===== src/rtl/port_collector_pkg.sv =====
// Shared types and constants for the three-port collector.
package port_collector_pkg;

  localparam int NUM_PORTS = 3;

  typedef logic [1:0] chan_t;

  localparam chan_t CH_P1 = 2'd0;
  localparam chan_t CH_P2 = 2'd1;
  localparam chan_t CH_P3 = 2'd2;

  function automatic chan_t next_chan(input chan_t c);
    return (c == CH_P3) ? CH_P1 : chan_t'(c + 2'd1);
  endfunction

endpackage


===== src/rtl/port_collector_fifo.sv =====
// Synchronous FIFO; push while full is honoured only when a pop happens on the same edge.
module port_collector_fifo #(
  parameter int DATA_W = 8,
  parameter int DEPTH  = 4
) (
  input  logic              clk,
  input  logic              rst_n,
  input  logic              push,
  input  logic              pop,
  input  logic [DATA_W-1:0] wdata,
  output logic [DATA_W-1:0] rdata,
  output logic              full,
  output logic              empty
);

  localparam int AW = $clog2(DEPTH);

  logic [DATA_W-1:0] mem [DEPTH];
  logic [AW:0]       wr_ptr;
  logic [AW:0]       rd_ptr;
  logic              do_push;
  logic              do_pop;

  assign empty   = (wr_ptr == rd_ptr);
  assign full    = (wr_ptr[AW] != rd_ptr[AW]) && (wr_ptr[AW-1:0] == rd_ptr[AW-1:0]);
  assign do_pop  = pop && !empty;
  assign do_push = push && (!full || do_pop);
  assign rdata   = mem[rd_ptr[AW-1:0]];

  always_ff @(posedge clk or negedge rst_n) begin
    if (!rst_n) begin
      wr_ptr <= '0;
      rd_ptr <= '0;
    end else begin
      if (do_push) wr_ptr <= wr_ptr + 1'b1;
      if (do_pop)  rd_ptr <= rd_ptr + 1'b1;
    end
  end

  // Storage is not reset; pointers alone define validity.
  always_ff @(posedge clk) begin
    if (do_push) mem[wr_ptr[AW-1:0]] <= wdata;
  end

endmodule


===== src/rtl/port_collector.sv =====
// Absorbs three unthrottled port streams into FIFOs and merges them round-robin
// onto one valid/ready output tagged with the source channel.
module port_collector
  import port_collector_pkg::*;
#(
  parameter int DATA_W = 8,
  parameter int DEPTH  = 4
) (
  input  logic              clk,
  input  logic              rst_n,
  input  logic [DATA_W-1:0] port1_data,
  input  logic [DATA_W-1:0] port2_data,
  input  logic [DATA_W-1:0] port3_data,
  input  logic              port1_valid,
  input  logic              port2_valid,
  input  logic              port3_valid,
  output logic [DATA_W-1:0] out_data,
  output chan_t             out_channel,
  output logic              out_valid,
  input  logic              out_ready,
  output logic [2:0]        overflow,
  input  logic              clr_overflow
);

  logic [NUM_PORTS-1:0] in_valid;
  logic [NUM_PORTS-1:0] push;
  logic [NUM_PORTS-1:0] pop;
  logic [NUM_PORTS-1:0] full;
  logic [NUM_PORTS-1:0] empty;
  logic [NUM_PORTS-1:0] drop;
  logic [DATA_W-1:0]    in_data [NUM_PORTS];
  logic [DATA_W-1:0]    head    [NUM_PORTS];

  chan_t rr;
  chan_t grant_idx;
  chan_t cand;
  logic  grant_valid;
  logic  reg_free;

  assign in_valid   = {port3_valid, port2_valid, port1_valid};
  assign in_data[0] = port1_data;
  assign in_data[1] = port2_data;
  assign in_data[2] = port3_data;

  for (genvar g = 0; g < NUM_PORTS; g++) begin : g_fifo
    port_collector_fifo #(
      .DATA_W (DATA_W),
      .DEPTH  (DEPTH)
    ) u_fifo (
      .clk   (clk),
      .rst_n (rst_n),
      .push  (push[g]),
      .pop   (pop[g]),
      .wdata (in_data[g]),
      .rdata (head[g]),
      .full  (full[g]),
      .empty (empty[g])
    );
  end

  assign reg_free = !out_valid || out_ready;

  // First non-empty FIFO at or after rr, wrapping.
  always_comb begin
    grant_valid = 1'b0;
    grant_idx   = rr;
    cand        = rr;
    for (int i = 0; i < NUM_PORTS; i++) begin
      if (!grant_valid && !empty[cand]) begin
        grant_valid = 1'b1;
        grant_idx   = cand;
      end
      cand = next_chan(cand);
    end
  end

  always_comb begin
    pop  = '0;
    push = '0;
    drop = '0;
    for (int i = 0; i < NUM_PORTS; i++) begin
      pop[i]  = reg_free && grant_valid && (grant_idx == chan_t'(i));
      push[i] = in_valid[i] && (!full[i] || pop[i]);
      drop[i] = in_valid[i] && full[i] && !pop[i];
    end
  end

  always_ff @(posedge clk or negedge rst_n) begin
    if (!rst_n) begin
      rr          <= CH_P1;
      out_valid   <= 1'b0;
      out_data    <= '0;
      out_channel <= CH_P1;
    end else if (reg_free) begin
      out_valid <= grant_valid;
      if (grant_valid) begin
        out_data    <= head[grant_idx];
        out_channel <= grant_idx;
        rr          <= next_chan(grant_idx);
      end
    end
  end

  // A drop coinciding with a clear keeps its bit set.
  always_ff @(posedge clk or negedge rst_n) begin
    if (!rst_n) begin
      overflow <= '0;
    end else begin
      overflow <= (clr_overflow ? 3'b000 : overflow) | drop;
    end
  end

endmodule

===== config.mk =====
export PLATFORM = sky130hd
export DESIGN_NAME = port_collector
export DESIGN_NICKNAME = d
export VERILOG_FILES = /design/src/rtl/port_collector_pkg.sv /design/src/rtl/port_collector_fifo.sv /design/src/rtl/port_collector.sv
export SDC_FILE = /design/constraint.sdc
export NUM_CORES = 1
export LEC_CHECK = 0
export BUFFER_PORTS_ARGS = -buffer_cell sky130_fd_sc_hd__buf_2
export CAP_MARGIN = 15
export CELL_PAD_IN_SITES_DETAIL_PLACEMENT = 0
export CELL_PAD_IN_SITES_GLOBAL_PLACEMENT = 1
export CORE_AREA = 2 2 110 112
export DETAILED_ROUTE_END_ITERATION = 10
export DIE_AREA = 0 0 112 114
export PLACE_DENSITY_LB_ADDON = 0.15
export SETUP_SLACK_MARGIN = 0.15
export SLEW_MARGIN = 20
export SYNTH_ARGS = -nofsm -noshare
export SYNTH_HDL_FRONTEND = slang
export SYNTH_SLANG_ARGS = --single-unit

===== constraint.sdc =====
create_clock -name clk -period 3 [get_ports clk]
set_clock_uncertainty 0.2 [all_clocks]
set_input_delay 0.15 -clock clk [delete_from_list [all_inputs] [get_ports clk]]
set_output_delay 0.15 -clock clk [all_outputs]
set_load 0.01 [all_outputs]

[Word level (Yosys, flattened, before mapping)]
Memory sizes are Yosys's and may differ from the RTL's.
Index checks and enable logic that the tools add are counted.
Storage, ports and cells
  RAM bits: 96
  memories kept: 3
  bits of input ports: 31
  latch bits: 0
  output and inout port bits: 14
  bits in read-only memories: 0
  logic and storage cells: 112
  register bits after elaboration: 34
Memories
  g_fifo[0].u_fifo.mem: words 4, width 8, rd ports 1, clocked after Yosys merged registers in 0, write ports 1, line port_collector_fifo.sv:18  | logic [DATA_W-1:0] mem [DEPTH];
  g_fifo[1].u_fifo.mem: words 4, width 8, rd ports 1, clocked after Yosys merged registers in 0, write ports 1, line port_collector_fifo.sv:18
  g_fifo[2].u_fifo.mem: words 4, width 8, rd ports 1, clocked after Yosys merged registers in 0, write ports 1, line port_collector_fifo.sv:18
Operators by class
  bitwise gates (word level): 2
  div/mod/pow operators: 0
  mux-type cells: 24
  reduce and logical (&&, ||, !) cells: 46
  add/subtract/negate cells: 9
  multiply operators: 0
  eq/ne operators: 13
  $lt $le $gt $ge: 4
  shifts and indexed selects: 0
Operator list (count)
  logical AND 1 bit: 24
  adder 3 x 1 -> 3 bit, second input constant: 6
  binary-select mux 8 bit (select 2 bit): 1
  two-way mux 8 bit: 2
  zero test 1 bit: 13
  two-way mux 1 bit: 12
  two-way mux 2 bit: 5
  equality test 3 bit: 3
  < comparator 2 x 3 -> 1 bit, second input constant: 3
  logical OR 1 bit: 7
  adder 2 x 1 -> 2 bit, second input constant: 3
  binary-select mux 1 bit (select 2 bit): 3
  equality test 2 bit: 3
  equality test 2 bit, second input constant: 3
  greater-or-equal comparator 3 bit, second input constant: 1
  two-way mux 3 bit: 1
  != test 1 bit: 3
  NOT 2 -> 3 bit: 1
  bitwise OR 3 bit: 1
  equality test 2 x 1 -> 1 bit, second input constant: 1
  zero test 2 bit: 1
  AND reduction 2 bit: 1

[Logic depth before layout (Yosys ltp)]
Gate-level depths: netlist (run 1).
  depth in word-level cells: 17
  gate-level depth with buffers: 8
  depth with buffers taken out: 6

[Hierarchy]
From an unflattened synthesis (run 1), not the netlist that was laid out.
Unflattened totals
  cells, all modules: 357
  area, all modules: 5724.2 µm²
Modules (own cells, without submodules)
  port_collector_fifo at g_fifo[1].u_fifo: seq. area each 1111.1 µm², instances 1, cells an instance 88, area an instance 1614.0 µm²
  port_collector_fifo at g_fifo[2].u_fifo: seq. area each 1111.1 µm², instances 1, cells an instance 89, area an instance 1610.3 µm²
  port_collector_fifo at g_fifo[0].u_fifo: seq. area each 1111.1 µm², instances 1, cells an instance 85, area an instance 1602.8 µm²
  port_collector: seq. area each 400.4 µm², instances 1, cells an instance 95, area an instance 897.1 µm²

[Worst setup path after synthesis (run 1)]
OpenSTA, ideal clock, no wires.
  path kind: register to register
  from: register g_fifo[2].u_fifo.rd_ptr[1]
  to: memory g_fifo[0].u_fifo.mem[3][0] (enable)
  data required time: 2.427 ns
  cell stages (with the launch flop): 7
  library setup time: 0.373 ns
  clock period less this slack: 2.571 ns
  buffers on the path: 1
  arrival time: 1.998 ns
  setup slack: 0.429 ns
  cell sequence: dfrtp_1 -> buf_4 -> xor2_1 -> nor4_1 -> a311oi_4 -> o21ai_1 -> nor2b_1
On the way
  longest elaborated chain between the ends: 16
  elaborated cells between the ends (all ways): 27
  those cells by class: eq/ne (1); mux (13); reduce/logical (13)
Ends and longest elaborated chain
  from (decl): line port_collector_fifo.sv:20  | logic [AW:0] rd_ptr;
  from (signal assigned): line port_collector_fifo.sv:36  | if (do_pop) rd_ptr <= rd_ptr + 1'b1;
  equality test 3 bit (*): line port_collector_fifo.sv:24  | assign empty = (wr_ptr == rd_ptr);
  binary-select mux 1 bit (select 2 bit): line port_collector.sv:69  | if (!grant_valid && !empty[cand]) begin
  two-way mux 1 bit (not written as such): line port_collector.sv:69
  zero test 1 bit: line port_collector.sv:69
  logical AND 1 bit: line port_collector.sv:69
  two-way mux 1 bit: line port_collector.sv:69
  zero test 1 bit: line port_collector.sv:69
  logical AND 1 bit: line port_collector.sv:69
  two-way mux 2 bit or two-way mux 1 bit (tied branches): line port_collector.sv:69
  zero test 2 bit or logical AND 1 bit (tied branches): line port_collector.sv:82  | pop[i] = reg_free && grant_valid && (grant_idx == chan_t'(i));
  logical AND 1 bit (*): line port_collector.sv:82
  logical OR 1 bit or logical AND 1 bit (tied branches): line port_collector.sv:83, port_collector_fifo.sv:26
  logical AND 1 bit or logical OR 1 bit (tied branches): line port_collector.sv:83, port_collector_fifo.sv:27
  logical AND 1 bit (*): line port_collector_fifo.sv:27  | assign do_push = push && (!full || do_pop);
  two-way mux 1 bit (*): line port_collector_fifo.sv:42  | if (do_push) mem[wr_ptr[AW-1:0]] <= wdata;
  two-way mux 1 bit (not written as such) (*): line port_collector_fifo.sv:42
  to (decl): line port_collector_fifo.sv:18
Every way passes the cells marked *; elsewhere a longest branch is shown, timed or not. The select of a mux whose other input is x is not followed.

[Worst setup path after layout (run 1)]
  from: register g_fifo[2].u_fifo.wr_ptr[1]
  to: memory g_fifo[1].u_fifo.mem[0][0] (enable)
On the way
  longest elaborated chain between the ends: 16
  elaborated cells between the ends (all ways): 27
  those cells by class: eq/ne (2); mux (13); reduce/logical (12)
Ends and longest elaborated chain
  from (decl): line port_collector_fifo.sv:19  | logic [AW:0] wr_ptr;
  from (signal assigned): line port_collector_fifo.sv:35  | if (do_push) wr_ptr <= wr_ptr + 1'b1;
  equality test 3 bit (*): line port_collector_fifo.sv:24
  binary-select mux 1 bit (select 2 bit): line port_collector.sv:69
  two-way mux 1 bit (not written as such): line port_collector.sv:69
  zero test 1 bit: line port_collector.sv:69
  logical AND 1 bit: line port_collector.sv:69
  two-way mux 1 bit: line port_collector.sv:69
  zero test 1 bit: line port_collector.sv:69
  logical AND 1 bit: line port_collector.sv:69
  two-way mux 2 bit or two-way mux 1 bit (tied branches): line port_collector.sv:69
  equality test 2 x 1 -> 1 bit or logical AND 1 bit (tied branches): line port_collector.sv:82
  logical AND 1 bit (*): line port_collector.sv:82
  logical OR 1 bit or logical AND 1 bit (tied branches): line port_collector.sv:83, port_collector_fifo.sv:26
  logical AND 1 bit or logical OR 1 bit (tied branches): line port_collector.sv:83, port_collector_fifo.sv:27
  logical AND 1 bit (*): line port_collector_fifo.sv:27
  two-way mux 1 bit (*): line port_collector_fifo.sv:42
  two-way mux 1 bit (not written as such) (*): line port_collector_fifo.sv:42
  to (decl): line port_collector_fifo.sv:18
Marks and branches as above.

==> results of run 1 <==
==> critical path, cell delays in order, from the launching register on <==
cell     delay, ns
dfrtp_1       0.44
xor2_1        0.22
o41ai_1       0.51
a31oi_1       0.21
nor2b_1       0.30
and2_1        0.44
==> path summary, 6_finish.rpt <==
kind,cells past startpoint,to,start,slack [ns]
worst max-delay path,5,g_fifo[1].u_fifo.mem[0][0],g_fifo[2].u_fifo.wr_ptr[1],0.34
worst min-delay path,3,out_valid,out_ready,0.10
worst max register to register,5,g_fifo[1].u_fifo.mem[0][0],g_fifo[2].u_fifo.wr_ptr[1],0.34
worst min register to register,1,out_data[0],out_data[0],0.29
max in group asynchronous,2,g_fifo[1].u_fifo.rd_ptr[0],rst_n,1.91
min in group asynchronous,2,overflow[1],rst_n,0.17
==> logic make-up (layout without fill, tap and decap cells) <==
group	Yosys count	count (layout)
DFF	130	130
and+or+nand+nor	81	81
AOI/OAI and AO/OA	47	47
buffers and inverters	44	145
muxes	28	28
xor gates and xnor gates	21	21
adders and majority gates	15	15
==> through the flow <==
stage	total power [mW]	util	setup slack, ns	hold slack (ns)
after floorplan	4.80	-	0.429	-0.346
after global placement	5.47	0.522	0.324	0.0851
after detailed placement	5.52	0.522	0.321	0.0847
after CTS	7.60	0.597	0.293	0.0612
after global routing	8.01	0.597	0.157	0.125
final	7.52	0.597	0.340	0.102
==> sequential cells by signal (all words and copies together) (netlist names) <==
signal                count
g_fifo.u_fifo.mem        96
g_fifo.u_fifo.rd_ptr      9
g_fifo.u_fifo.wr_ptr      9
out_data                  8
overflow                  3
out_channel               2
rr                        2
out_valid                 1
==> layout make-up <==
type                    count  area, µm²  share of cell area
multi-input cells         192       1780               0.254
flip-flops and latches    130       3730               0.534
well taps                 147        184              0.0263
clock buffers              19        433              0.0619
inverters                  26       97.6              0.0140
repair buffers             87        618              0.0884
clock inverters            13        149              0.0213
==> layer usage <==
| layer | GRT usage | up-vias | share of wire |
|---|---|---|---|
| li1 | - | 1573 | - |
| met1 | 0.253 | 1609 | 0.46 |
| met2 | 0.304 | 66 | 0.50 |
| met3 | 0.0446 | 6 | 0.032 |
| met4 | 0.0610 | 0 | 0.0079 |
| met5 | 0 | - | 0 |
==> cell usage in the layout (no fill, tap or decap), drive strengths merged, types with 4 or more instances in the layout <==
master,count
xor2,13
and2,7
a211o,8
dlygate4sd3,30
ha,15
and3,4
nand2,30
a21oi,4
nor4,5
nor2,6
inv,31
mux2,4
clkinvlp,5
o22ai,11
xnor2,8
o21ai,6
nor3,15
dfrtp,34
edfxtp,96
clkbuf,19
buf,57
mux4,24
==> report_power, final <==
group	total, mW	switching (mW)	internal [mW]
combinational	2.72	1.51	1.20
sequential	2.79	0.288	2.50
clock	2.02	0.779	1.24
total	7.52	2.58	4.94
==> what timing repair did <==
| item | CTS | global route |
|---|---|---|
| setup endpoints to repair | 0 | 8 |
| endpoints found under the hold margin | 139 | 0 |
| hold buffers | 30 | 0 |
| gates resized for setup | 0 | 1 |
==> results.sh, run 1 <==
export IMPL_ant_nets=0
export IMPL_synth_top_area_frac=0.504
export IMPL_yosys_area_top_type="edfxtp_1"
export IMPL_muxShareOfSynthArea=0.106
export IMPL_rsz0062_at_grt="false"
export IMPL_fp_dieH_um=114
export IMPL_grt_pass1_vias=3359
export IMPL_fmax_ghz=0.376
export IMPL_synthToLayoutAreaGrowth_pct=22.2
export IMPL_n_antenna_cell=0
export IMPL_placed_cell_area_um2=6110
export IMPL_die_w_um=112
export IMPL_synth_edf_count=96
export IMPL_outcome="finished, final reports clean"
export IMPL_clock_sinks=130
export IMPL_n_fill_cell=922
export IMPL_synth_top_cells_by_area="edfxtp_1 50%, dfrtp_1 15%, mux4_2 7.1%, ha_1 3.3%, mux4_1 2.8%"
export IMPL_clockRootBuffer="clkbuf_16"
export IMPL_globalplace_congestion=0.759
export IMPL_vias_per_cell=5.30
export IMPL_dieArea_um2=12800
export IMPL_yosys_warnings=0
export IMPL_synth_common_cells="96 x edfxtp_1, 34 x dfrtp_1, 30 x nand2_1"
export IMPL_vias=3254
export IMPL_finalCritPeriodShare=0.887
export IMPL_synth_area_per_cell_um2=15.6
export IMPL_grt_max_degree=35
export IMPL_yosysMostFrequentCell="edfxtp_1"
export IMPL_wirelength_um=11000
export IMPL_nNetsFinal=500
export IMPL_rows=40
export IMPL_startpoint_type="register"
export IMPL_placed_cells_incl_taps=552
export IMPL_synthAdderAreaFrac=0.0328
export IMPL_io_pins=45
export IMPL_initial_utilization=0.489
export IMPL_synth_fp_nets=412
export IMPL_antenna_found_initial=0
export IMPL_syn_cell_area_um2=5720
export IMPL_drv_cap=0
export IMPL_end_kind="register"
export IMPL_synth_compound_area_frac=0.0638
export IMPL_peakVddDrop_mv=0.450
export IMPL_yosys_area_share_simple=0.0713
export IMPL_coreArea_um2=11700
export IMPL_post_cts_buffers=0
export IMPL_grt_pass1_wl_um=17800
export IMPL_drc=0
export IMPL_cts_max_path_buffers=2
export IMPL_portBuffers=44
export IMPL_p_leak_nw=2.74
export IMPL_hold_viol=0
export IMPL_setup_violations=0
export IMPL_synthXorXnorAreaFrac=0.0361
export IMPL_clk_pin_slew_ns=0.06
export IMPL_design_area_um2=6990
export IMPL_post_route_min_period_ns=2.66
export IMPL_worstMarginPinSlew_ns=0.801
export IMPL_drive_above_1_share=0.255
export IMPL_grt_usage=0.187
export IMPL_cts_buffers=17
export IMPL_seq_area_frac_synth=0.652
export IMPL_relSlewSlack=0.466
export IMPL_synth_top_family_by_area="multiplexers"
export IMPL_ys_types=49
export IMPL_htree_num_levels=4
export IMPL_grt_overflow_total=0
export IMPL_firstDrtPassIters=4
export IMPL_setup_tns_ns=0
export IMPL_synth_seq_cells=130
export IMPL_power_density_nw_per_um2=1080
export IMPL_slew_viol_final=0
export IMPL_required_ns=2.86
export IMPL_min_path_type="primary input to register"
export IMPL_worst_ep_arrival_time_ns=2.52
export IMPL_wl_per_cell_um=18.0
export IMPL_synthFlopType="edfxtp_1"
export IMPL_dpl_hpwl_um=7530
export IMPL_critPathKind="register to register"
export IMPL_final_cell_count_no_fill=614
export IMPL_critPathMaxFanout=8
export IMPL_insertion_delay_ns=0.41
export IMPL_initialDrtViolationCount=253
export IMPL_synth_cells=366
export IMPL_cts_tree="done"
export IMPL_async_reset_ff_frac=0.262
Note: power is estimated with default switching activity, not from simulation.
==> inputs of run 2 (changes only) <==
--- a/config.mk
+++ b/config.mk
@@ -12,6 +12,7 @@
 export CORE_AREA = 2 2 110 112
 export DETAILED_ROUTE_END_ITERATION = 10
 export DIE_AREA = 0 0 112 114
+export GPL_TIMING_DRIVEN = 0
 export PLACE_DENSITY_LB_ADDON = 0.15
 export SETUP_SLACK_MARGIN = 0.15
 export SLEW_MARGIN = 20
==> results.sh, run 2 (same netlist as run 1, synthesis figures left out) <==
export IMPL_outcome="finished, final reports clean"
export IMPL_vias=3306
export IMPL_portBuffers=43
export IMPL_hold_viol=0
export IMPL_clk_pin_slew_ns=0.05
export IMPL_grt_usage=0.191
export IMPL_grtUsageMet3=0.0499
export IMPL_p_leak_nw=2.76
export IMPL_use_met2=0.309
export IMPL_drv_cap=0
export IMPL_globalplace_congestion=0.821
export IMPL_cp_slowest_cell="and3_2"
export IMPL_whs_ns=0.165
export IMPL_dieArea_um2=12800
export IMPL_firstDrtPassIters=5
export IMPL_wirelength_um=11300
export IMPL_clockRootBuffer="clkbuf_16"
export IMPL_insertion_delay_ns=0.41
export IMPL_fin_ws_ns=0.351
export IMPL_initial_utilization=0.489
export IMPL_grt_busiest_layer="met2"
export IMPL_io_pins=45
export IMPL_grt_pass1_wl_um=18000
export IMPL_ant_nets=0
export IMPL_post_route_min_period_ns=2.65
export IMPL_drive_above_1_share=0.275
export IMPL_required_ns=2.89
export IMPL_fp_dieH_um=114
export IMPL_worst_ep_arrival_time_ns=2.54
export IMPL_finalCritPeriodShare=0.883
export IMPL_peakVddDrop_mv=0.483
export IMPL_critPathKind="register to register"
export IMPL_cts_max_path_buffers=2
export IMPL_crit_path_max_incr_delay_ns=0.37
export IMPL_n_antenna_cell=0
export IMPL_dpl_hpwl_um=7590
export IMPL_initialDrtViolationCount=246
export IMPL_grt_pass1_vias=3393
export IMPL_rrSetupSlack_ns=0.35
export IMPL_cts_tree="done"
export IMPL_largest_reg_flops=96
export IMPL_ff2ff_path_depth=7
export IMPL_clock_sinks=130
export IMPL_min_path_type="primary input to async pin"
export IMPL_grtUsageMet1=0.250
export IMPL_coreArea_um2=11700
export IMPL_setup_violations=0
export IMPL_fmax_ghz=0.378
export IMPL_end_kind="register"
export IMPL_antenna_found_initial=0
export IMPL_worst_r2r_startpoint="g_fifo[0].u_fifo.rd_ptr[1]"
export IMPL_crit_end="g_fifo[0].u_fifo.mem[0][3]"
export IMPL_setup_tns_ns=0
export IMPL_rsz0062_at_grt="false"
export IMPL_worstMarginPinSlew_ns=0.803
export IMPL_critPathMaxFanout=10
export IMPL_nNetsFinal=506
export IMPL_final_cell_mix="96 x edfxtp_1, 46 x buf_2, 34 x dfrtp_1, 30 x nand2_1, 29 x dlygate4sd3_1"
export IMPL_n_fill_cell=918
export IMPL_mostFrequentLayoutCell="edfxtp_1"
export IMPL_r2r_end="g_fifo[0].u_fifo.mem[0][3]"
export IMPL_vias_per_cell=5.33
export IMPL_crit_chain="buf_2 -> xor2_2 -> nor3_2 -> nand2b_1 -> clkbuf_1 -> o21ai_2 -> and3_2"
export IMPL_rows=40
export IMPL_startpoint_type="register"
export IMPL_slew_viol_final=0
export IMPL_htree_num_levels=4
export IMPL_dp_slack_ns=-0.156
export IMPL_grt_overflow_total=0
export IMPL_crit_path_start="g_fifo[0].u_fifo.rd_ptr[1]"
export IMPL_power_density_nw_per_um2=1080
export IMPL_die_w_um=112
export IMPL_drc=0
export IMPL_synthToLayoutAreaGrowth_pct=22.9
export IMPL_grt_max_degree=35
export IMPL_wl_per_cell_um=18.2
export IMPL_relSlewSlack=0.465
export IMPL_cts_buffers=17
## run 2: cell type report
cell class / instances / area [µm²] / share of cell area
plain buffers: 18 / 116 / 0.0165
clock buffers: 21 / 440 / 0.0626
clock inverters: 11 / 114 / 0.0162
inverters: 26 / 97.6 / 0.0139
multi-input cells: 192 / 1820 / 0.259
flip-flops and latches: 130 / 3730 / 0.531
well taps: 147 / 184 / 0.0261
repair buffers: 75 / 528 / 0.0750
## run 2: metrics by stage
stage | std cells | area (µm²) | utilization | power (mW)
final | 620 | 7040 | 0.601 | 7.58
after global routing | 620 | 7040 | 0.601 | 8.07
after CTS | 617 | 6990 | 0.597 | 7.57
after detailed placement | 556 | 6120 | 0.523 | 5.56
after global placement | 556 | 6120 | 0.523 | 5.49
after floorplan | 366 | 5720 | - | 4.80
## run 2: worst max-delay path: cells and delay by family, from the launching register on
family | cells | cell delay (ns)
compound gates | 1 | 0.27
xor+xnor | 1 | 0.34
buf+inv | 2 | 0.52
flops | 1 | 0.34
simple gates | 3 | 0.66
## run 2: per-layer routing
layer	wire length [µm]	up-vias
met3	306	14
met1	5270	1648
met2	5500	57
met5	0	-
met4	208	0
li1	-	1587
## run 2: how the worst min path moves through the flow
stage                                       endpoint  slack, ns  cells after the start
after floorplan           g_fifo[0].u_fifo.rd_ptr[0]      -0.35                      0
after global placement                   overflow[2]       0.09                      1
after detailed placement                 overflow[2]       0.09                      1
after CTS                                  out_valid       0.14                      4
after global routing                       out_valid       0.21                      4
final                                    overflow[0]       0.16                      2
## run 2: timing repair
action | 4_1_cts | 5_1_grt
endpoints found under the setup margin | 65 | 89
hold endpoints to repair | 137 | 0
hold buffers | 29 | 0
pin swaps | 0 | 1
setup buffers | 0 | 3
resized for setup | 10 | 7
## run 2: report_power, final
part	leakage, nW	switching, mW	internal [mW]
clock	0.272	0.726	1.21
combinational	1.20	1.63	1.28
sequential	1.29	0.236	2.50
total	2.76	2.59	4.99
==> inputs of run 3 (changes only) <==
--- a/config.mk
+++ b/config.mk
@@ -5,17 +5,17 @@
 export SDC_FILE = /design/constraint.sdc
 export NUM_CORES = 1
 export LEC_CHECK = 0
+export ABC_AREA = 1
 export BUFFER_PORTS_ARGS = -buffer_cell sky130_fd_sc_hd__buf_2
 export CAP_MARGIN = 15
 export CELL_PAD_IN_SITES_DETAIL_PLACEMENT = 0
 export CELL_PAD_IN_SITES_GLOBAL_PLACEMENT = 1
-export CORE_AREA = 2 2 110 112
+export CORE_AREA = 2 2 115 117
 export DETAILED_ROUTE_END_ITERATION = 10
-export DIE_AREA = 0 0 112 114
+export DIE_AREA = 0 0 117 119
 export GPL_TIMING_DRIVEN = 0
 export PLACE_DENSITY_LB_ADDON = 0.15
 export SETUP_SLACK_MARGIN = 0.15
-export SLEW_MARGIN = 20
 export SYNTH_ARGS = -nofsm -noshare
 export SYNTH_HDL_FRONTEND = slang
 export SYNTH_SLANG_ARGS = --single-unit
==> results.sh, run 3 <==
export IMPL_finalCritPeriodShare=0.902
export IMPL_critPathKind="register to register"
export IMPL_startpoint_type="register"
export IMPL_coreArea_um2=12900
export IMPL_ant_nets=0
export IMPL_rows=42
export IMPL_drv_cap=0
export IMPL_rsz0062_at_grt="false"
export IMPL_fmax_ghz=0.370
export IMPL_grt_usage=0.194
export IMPL_syn_cell_area_um2=5930
export IMPL_yosysMostFrequentCell="nand2_1"
export IMPL_nNetsFinal=696
export IMPL_multi_input_area_um2=2060
export IMPL_end_kind="register"
export IMPL_r2r_end="g_fifo[0].u_fifo.mem[1][3]"
export IMPL_p_leak_nw=3.07
export IMPL_dieArea_um2=13900
export IMPL_final_cell_mix="114 x nand2_1, 96 x edfxtp_1, 45 x buf_2, 40 x nand3_1, 38 x inv_1"
export IMPL_initial_utilization=0.461
export IMPL_synth_fp_nets=586
export IMPL_grt_overflow_total=0
export IMPL_grt_max_degree=35
export IMPL_fp_dieH_um=119
export IMPL_grtUsageMet1=0.261
export IMPL_globalplace_congestion=0.814
export IMPL_power_density_nw_per_um2=1140
export IMPL_ff2ff_path_depth=16
export IMPL_initialDrtViolationCount=256
export IMPL_grt_pass1_wl_um=19800
export IMPL_largest_reg_flops=96
export IMPL_worstMarginPinSlew_ns=0.822
export IMPL_yosys_warnings=0
export IMPL_worst_ep_arrival_time_ns=2.59
export IMPL_clockRootBuffer="clkbuf_16"
export IMPL_dpl_hpwl_um=8580
export IMPL_cts_buffers=17
export IMPL_outcome="finished, final reports clean"
export IMPL_required_ns=2.88
export IMPL_synth_cells=540
export IMPL_crit_end="g_fifo[0].u_fifo.mem[1][3]"
export IMPL_synth_area_per_cell_um2=11.0
export IMPL_vias_per_cell=4.91
export IMPL_mostFrequentLayoutCell="nand2_1"
export IMPL_setup_tns_ns=0
export IMPL_min_path_type="primary input to async pin"
export IMPL_dp_slack_ns=-0.251
export IMPL_seq_area_frac_synth=0.629
export IMPL_synth_top_area_frac=0.486
export IMPL_io_pins=45
export IMPL_post_route_min_period_ns=2.70
export IMPL_portBuffers=44
export IMPL_ff_latch_area_um2=3730
export IMPL_clk_pin_slew_ns=0.05
export IMPL_drc=0
export IMPL_hold_viol=0
export IMPL_relSlewSlack=0.452
export IMPL_htree_num_levels=4
export IMPL_synth_seq_cells=130
export IMPL_fin_ws_ns=0.295
export IMPL_use_met2=0.307
export IMPL_critPathMaxFanout=9
export IMPL_firstDrtPassIters=4
export IMPL_n_fill_cell=1068
export IMPL_ys_types=33
export IMPL_vias=4121
export IMPL_synth_edf_count=96
export IMPL_insertion_delay_ns=0.41
export IMPL_synth_top_cells_by_area="edfxtp_1 49%, dfrtp_1 14%, nand2_1 7.4%, nand3_1 3.4%, ha_1 3.2%"
export IMPL_cts_tree="done"
export IMPL_async_reset_ff_frac=0.262
export IMPL_worst_r2r_startpoint="g_fifo[0].u_fifo.rd_ptr[0]"
export IMPL_n_antenna_cell=0
export IMPL_die_w_um=117
export IMPL_grt_pass1_vias=3927
export IMPL_whs_ns=0.168
export IMPL_setup_violations=0
export IMPL_synthToLayoutAreaGrowth_pct=27.8
export IMPL_drive_above_1_share=0.231
export IMPL_synth_common_cells="117 x nand2_1, 96 x edfxtp_1, 46 x nor2_1"
export IMPL_synthFlopType="edfxtp_1"
export IMPL_antenna_found_initial=0
export IMPL_slew_viol_final=0
export IMPL_clock_sinks=130
export IMPL_wl_per_cell_um=15.2
export IMPL_yosys_area_top_type="edfxtp_1"
export IMPL_cts_max_path_buffers=2
export IMPL_wirelength_um=12800
export IMPL_grtUsageMet3=0.0499
export IMPL_crit_path_start="g_fifo[0].u_fifo.rd_ptr[0]"
export IMPL_peakVddDrop_mv=0.515
export IMPL_grt_busiest_layer="met2"
export IMPL_rrSetupSlack_ns=0.30
run 3: worst max-delay path, stage by stage (launching register included):
cell	delay, ns
dfrtp_1	0.40
buf_6	0.16
inv_8	0.08
nand2_2	0.05
nand2_2	0.09
nand3_4	0.11
nand2_2	0.10
nand2_4	0.07
nor2_8	0.13
nand3_4	0.10
clkinv_2	0.08
nand2_1	0.08
nand2_4	0.10
nand3_4	0.13
nand2_4	0.13
nand2_8	0.09
nor2_4	0.27
run 3: power breakdown:
group | internal (mW) | switching [mW]
logic | 1.58 | 2.60
clock network | 1.07 | 0.695
registers | 2.48 | 0.256
total | 5.13 | 3.55
run 3: cell type report:
class | instances | share of cell area
Sequential cell | 130 | 0.493
Multi-Input combinational cell | 342 | 0.272
Timing Repair Buffer | 91 | 0.0971
Clock buffer | 25 | 0.0614
Tap cell | 176 | 0.0291
Inverter | 51 | 0.0282
Buffer | 17 | 0.0145
Clock inverter | 7 | 0.00512
run 3: metal layers:
layer | vias up | wire length, µm
li1 | 2073 | -
met1 | 1969 | 5720
met2 | 69 | 6360
met3 | 10 | 571
met4 | 0 | 131
met5 | - | 0
run 3: timing repair:
action	4_1_cts	5_1_grt
setup buffers	1	16
endpoints found under the hold margin	144	3
endpoints found under the setup margin	88	96
gates resized for setup	18	22
hold buffers	29	1
pin swaps	3	14
run 3: kinds of logic (layout without fill, tap and decap cells):
logic type               count (synthesis)  after routing  synth area share
buffers and inverters                   68            191            0.0527
flip-flops                             130            130             0.629
XOR/XNOR                                 8              8            0.0156
adder cells (fa/ha/maj)                 15             15            0.0316
AND/OR/NAND/NOR                        237            237             0.191
AO/OA/AOI/OAI                           82             82            0.0795
run 3: how the worst min path moves through the flow:
stage | endpoint | cells past startpoint | start
2_1_floorplan | g_fifo[0].u_fifo.rd_ptr[0] | 0 | rst_n
3_3_place_gp | g_fifo[2].u_fifo.wr_ptr[0] | 1 | rst_n
3_5_place_dp | g_fifo[2].u_fifo.wr_ptr[0] | 1 | rst_n
4_1_cts | g_fifo[0].u_fifo.wr_ptr[1] | 3 | port1_valid
5_1_grt | g_fifo[2].u_fifo.wr_ptr[0] | 2 | rst_n
6_report | g_fifo[2].u_fifo.wr_ptr[0] | 2 | rst_n
run 3: per-stage QoR:
step	cell area, µm²	util	std cells	power (mW)
after CTS	7260	0.564	822	8.28
after global placement	6370	0.495	760	6.32
after floorplan	5930	-	540	5.39
after detailed placement	6370	0.495	760	6.38
after global routing	7580	0.589	839	9.33
final	7580	0.589	839	8.68
